[config.mk]
export PLATFORM = sky130hd
export DESIGN_NAME = cpu_axi_bridge
export DESIGN_NICKNAME = d
export VERILOG_FILES = /design/src/rtl/cpu_axi_bridge.sv
export SDC_FILE = /design/constraint.sdc
export NUM_CORES = 1
export LEC_CHECK = 0
export ABC_AREA = 0
export BUFFER_PORTS_ARGS = -buffer_cell sky130_fd_sc_hd__buf_2
export CORE_AREA = 5 5 120 122
export DETAILED_ROUTE_END_ITERATION = 8
export DIE_AREA = 0 0 125 127
export HOLD_SLACK_MARGIN = 0.1
export PLACE_DENSITY = 0.66
export SLEW_MARGIN = 20
export SYNTH_ARGS = -nofsm -noshare
export SYNTH_HDL_FRONTEND = slang
export SYNTH_SLANG_ARGS = --single-unit
[constraint.sdc]
create_clock -name clk -period 1.4 [get_ports clk]
set_clock_uncertainty 0.05 [all_clocks]
set_input_delay 0.07 -clock clk [delete_from_list [all_inputs] [get_ports clk]]
set_output_delay 0.07 -clock clk [all_outputs]
set_load 0.02 [all_outputs]
[src/rtl/cpu_axi_bridge.sv]
// Bridges the core's split inst/data SRAM-like request ports onto a single AXI-style master.
// Only one transaction is in flight at a time, and data requests take priority over inst requests.
module cpu_axi_bridge (
  input  logic        clk,
  input  logic        reset,
  // Instruction side
  input  logic        inst_req,
  input  logic [31:0] inst_addr,
  output logic        inst_addr_ok,
  output logic        inst_data_ok,
  output logic [31:0] inst_rdata,
  // Data side
  input  logic        data_req,
  input  logic        data_wr,
  input  logic [3:0]  data_wstrb,
  input  logic [31:0] data_addr,
  input  logic [31:0] data_wdata,
  output logic        data_addr_ok,
  output logic        data_data_ok,
  output logic [31:0] data_rdata,
  // AXI read channels
  output logic [31:0] araddr,
  output logic        arvalid,
  input  logic        arready,
  input  logic [31:0] rdata,
  input  logic        rvalid,
  output logic        rready,
  // AXI write channels
  output logic [31:0] awaddr,
  output logic        awvalid,
  input  logic        awready,
  output logic [31:0] wdata,
  output logic [3:0]  wstrb,
  output logic        wvalid,
  input  logic        wready,
  input  logic        bvalid,
  output logic        bready
);

  typedef enum logic [2:0] {StIdle, StAr, StR, StAwW, StB} state_e;

  state_e      state;
  logic [31:0] addr;
  logic        src_data;
  logic        aw_fin;
  logic        w_fin;

  assign data_addr_ok = ~reset & (state == StIdle) & data_req;
  assign inst_addr_ok = ~reset & (state == StIdle) & inst_req & ~data_req;

  // Gated by reset so an aborted request can never complete.
  assign inst_data_ok = ~reset & (state == StR) & ~src_data & rvalid;
  assign data_data_ok = ~reset & (((state == StR) & src_data & rvalid) |
                                  ((state == StB) & bvalid));

  assign inst_rdata = rdata;
  assign data_rdata = rdata;
  assign araddr     = addr;
  assign awaddr     = addr;

  // A channel is finished once its valid has dropped or its handshake happens now.
  assign aw_fin = ~awvalid | awready;
  assign w_fin  = ~wvalid | wready;

  always_ff @(posedge clk) begin
    if (reset) begin
      state    <= StIdle;
      addr     <= 32'h0;
      src_data <= 1'b0;
      wdata    <= 32'h0;
      wstrb    <= 4'h0;
      arvalid  <= 1'b0;
      rready   <= 1'b0;
      awvalid  <= 1'b0;
      wvalid   <= 1'b0;
      bready   <= 1'b0;
    end else begin
      unique case (state)
        StIdle: begin
          if (data_addr_ok || inst_addr_ok) begin
            addr     <= data_req ? data_addr : inst_addr;
            src_data <= data_req;
            if (data_req && data_wr) begin
              wdata   <= data_wdata;
              wstrb   <= data_wstrb;
              awvalid <= 1'b1;
              wvalid  <= 1'b1;
              state   <= StAwW;
            end else begin
              arvalid <= 1'b1;
              state   <= StAr;
            end
          end
        end
        StAr: begin
          if (arready) begin
            arvalid <= 1'b0;
            rready  <= 1'b1;
            state   <= StR;
          end
        end
        StR: begin
          if (rvalid) begin
            rready <= 1'b0;
            state  <= StIdle;
          end
        end
        StAwW: begin
          if (awready) awvalid <= 1'b0;
          if (wready) wvalid <= 1'b0;
          if (aw_fin && w_fin) begin
            bready <= 1'b1;
            state  <= StB;
          end
        end
        StB: begin
          if (bvalid) begin
            bready <= 1'b0;
            state  <= StIdle;
          end
        end
        default: state <= StIdle;
      endcase
    end
  end

endmodule

==> impl_results.md <==
* Run status: finished, violations left
* Failing checks: setup timing
* Post-Route WL at 14,400 µm
* Finished Cell Area at 6310 µm²
* Ys Warns at 0
* Post-Syn Nets at 527
* Hold/Removal Path Class: input pin to flop
* Final core occ at 0.482
* Max-Cap Viols at 0
* FP Rows at 42
* Multi-input logic area at 1450 µm²
* Critical Path Max Stage Delay at 0.35 ns
* HPWL Detailed at 8870 µm
* Critical Path, Cell by Cell: nor4_4 > buf_4 > buf_6 > and2_4 > buf_16 > a211oi_1
* Final worst slack at -0.158 ns
* Slew HR at 0.690
* Synth Cell Area at 3800 µm²
* Syn Inst Count at 385
* Post-route DRC at 0
* Yosys reg bits at 77
* Top cells by area, synth: dfxtp_1 (41%), buf_4 (19%), mux2i_1 (8.4%)
* Post-DP Area at 4450 µm²
* Worst Path Arrival at 1.71 ns
* Worst hold slack at 0.0935 ns
* Startpoint types: flop
* Gpl congestion at 0.876
* VDD IR-drop max at 0.575 mV
* PortBufs at 218
* Pre-CTS setup slack at -0.0895 ns
* Endpoints failing setup at 37
* Clk buf depth at 2
* Vias per std cell at 4.79
* Overflow after GRT at 0
* Tightest Pin Transition at 0.464 ns
* Max-slew violation count at 0
* Yosys cell types at 33
* Root Buffer: clkbuf_16
* Total Die Area at 15,900 µm²
* Detailed Routing Iterations Pass 1 at 5
* Vias in the first global route at 4,119
* Post-synth top area cell: dfxtp_1
* Final hold viol count at 0
* Yosys top cell area share at 0.405
* Num ports at 315
* # fillers at 1,138
* Via count at 3,969
* Die X at 125 µm
* Sequential area share after synthesis at 0.405
* Layout cells sized above 1 at 0.430
* Top Family by Delay on Critical Path: simple AND/OR/NAND/NOR gates
* Synthesized area per cell at 9.88 µm²
* Area delta synth->final at 65.8%
* Bufs and invs on worst path at 3
* Final period util at 1.11
* DP Cell Count at 671
* Pwr Density at 1240 nW/µm²
* Die height at 127 µm
* First-pass GRT wire length at 21,600 µm
* Crit-path max FO at 15
* Slowest cell on the critical path: dfxtp_2
* Register area at 1550 µm²
* Worst Path Required at 1.55 ns
* Initial antenna violation count at 0
* Finished Layout Cells at 828
* RSZ-0062 raised after global routing: yes
* Final nets at 788
* Pin count of the biggest net entering global routing at 37
* Clk slew on worst S/H paths at 0.06 ns
* H-Tree Depth at 3
* Final critical-path required period at 1.56 ns
* Core area at 13,100 µm²
* Cts bufs inserted at 9
* Tot GR Track Use at 0.169
* Leak Pwr at 3.02 nW
* Asr flop ratio synth at 0
* Critical path type: flop to flop
* Insertion delay to the later sink of the worst-skew pair at 0.33 ns
* Prevailing post-synth register cell: dfxtp_1
* Clk sinks at 77
* Initial core utilization at 0.291
* Post-route ant nets at 0
* DR iter-0 viols at 135
* CTS tree: built
* Max Clk Rate at 0.642 GHz
* Post-synth EDFFs at 0
* Routed wire per std cell at 17.4 µm
* Worst setup EP type: flop
==> path summary, 6_finish.rpt <==
path | endpoint | slack [ns] | start | depth (start not counted)
setup reg to reg | araddr[14]$_SDFFE_PP0P_ | -0.16 | state[2]$_SDFFE_PP0P_ | 6
hold reg to reg | bready$_SDFFE_PP0P_ | 0.40 | bready$_SDFFE_PP0P_ | 2
hold / removal | araddr[31]$_SDFFE_PP0P_ | 0.09 | inst_addr[31] | 3
setup / recovery | araddr[14]$_SDFFE_PP0P_ | -0.16 | state[2]$_SDFFE_PP0P_ | 6
==> flip-flops by register name, summed over array words and instances (netlist names), 3 cells and up <==
name	cells
wstrb	4
state	3
araddr	32
wdata	32
==> Yosys cell counts (2+ instances only) <==
master,number
inv_1,4
o221ai_1,3
buf_4,96
dfxtp_1,77
a21o_1,3
nand2_1,3
a21oi_1,37
a211oi_1,34
and3b_1,2
mux2i_1,32
buf_6,3
buf_2,12
and2_1,2
clkbuf_1,14
nand3b_1,3
a22o_1,36
nor3b_1,2
a31o_2,2
o21ai_0,2
nor2b_1,3
nor2_1,2
nor3_1,2
==> report_power, final <==
group          total (W)  switching (W)  leakage [nW]  internal [W]
Clock            0.00253       0.000921         0.158       0.00161
Sequential       0.00263       0.000189         0.632       0.00244
Combinational    0.00264        0.00146          2.23       0.00118
Total            0.00780        0.00257          3.02       0.00523
==> metrics by stage <==
step	power (W)	setup TNS (ns)
6_report	0.00780	-5.01
5_1_grt	0.00818	-7.92
4_1_cts	0.00772	-4.18
3_5_place_dp	0.00460	-2.28
3_3_place_gp	0.00456	-1.59
2_1_floorplan	0.00423	-1.35
==> layer usage <==
metal	vias to the layer above	GRT usage	wire length, µm
li1	1821	-	-
met1	1814	0.180	5350
met2	287	0.304	7250
met4	0	0.0823	535
met5	-	0	0
met3	47	0.0518	1310
==> cell usage in the layout (no fill, tap or decap), types with 3 or more instances in the layout <==
cell type      synthesis  layout
dfxtp_2                0       3
a21oi_1               37      37
o221ai_1               3       3
buf_4                 96      15
dlygate4sd3_1          0     133
a211oi_2               0      10
nand3b_1               3       3
inv_1                  4       4
mux2i_1               32      32
clkbuf_16              0      11
buf_6                  3       5
dfxtp_1               77      74
buf_12                 0       5
a21o_1                 3       3
a22o_1                36      36
buf_2                 12     214
nor2b_1                3       3
nand2_1                3       3
a211oi_1              34      24
==> cells by family (layout without fill, tap and decap cells) <==
kind of cell / after synthesis / count (layout) / share of synthesized area
flip-flops: 77 / 77 / 0.405
AO/OA/AOI/OAI: 120 / 120 / 0.226
other: 0 / 1 / 0
buffers and inverters: 129 / 395 / 0.232
AND/OR/NAND/NOR: 27 / 27 / 0.0520
multiplexers: 32 / 32 / 0.0842
==> cell type report <==
class | instances | share of cell area
Clock buffer | 10 | 0.0379
Timing Repair Buffer | 375 | 0.436
Sequential cell | 77 | 0.245
Inverter | 4 | 0.00238
Multi-Input combinational cell | 179 | 0.230
Antenna cell | 1 | 0.000397
Clock inverter | 6 | 0.0137
Tap cell | 176 | 0.0349
==> tightest hold or removal path: stages <==
cell and delay (ns):
buf_2 0.09, mux2i_1 0.17, a211oi_1 0.09
==> repair_timing <==
item                                    in CTS  in global routing
setup buffers                                3                  1
endpoints found under the hold margin      136                  0
gates resized for setup                     13                 12
hold buffers                               133                  0
cloned                                       1                  2
endpoints found under the setup margin      34                 67
pin swaps                                    2                  3
Power figures use the tool's default switching activity.
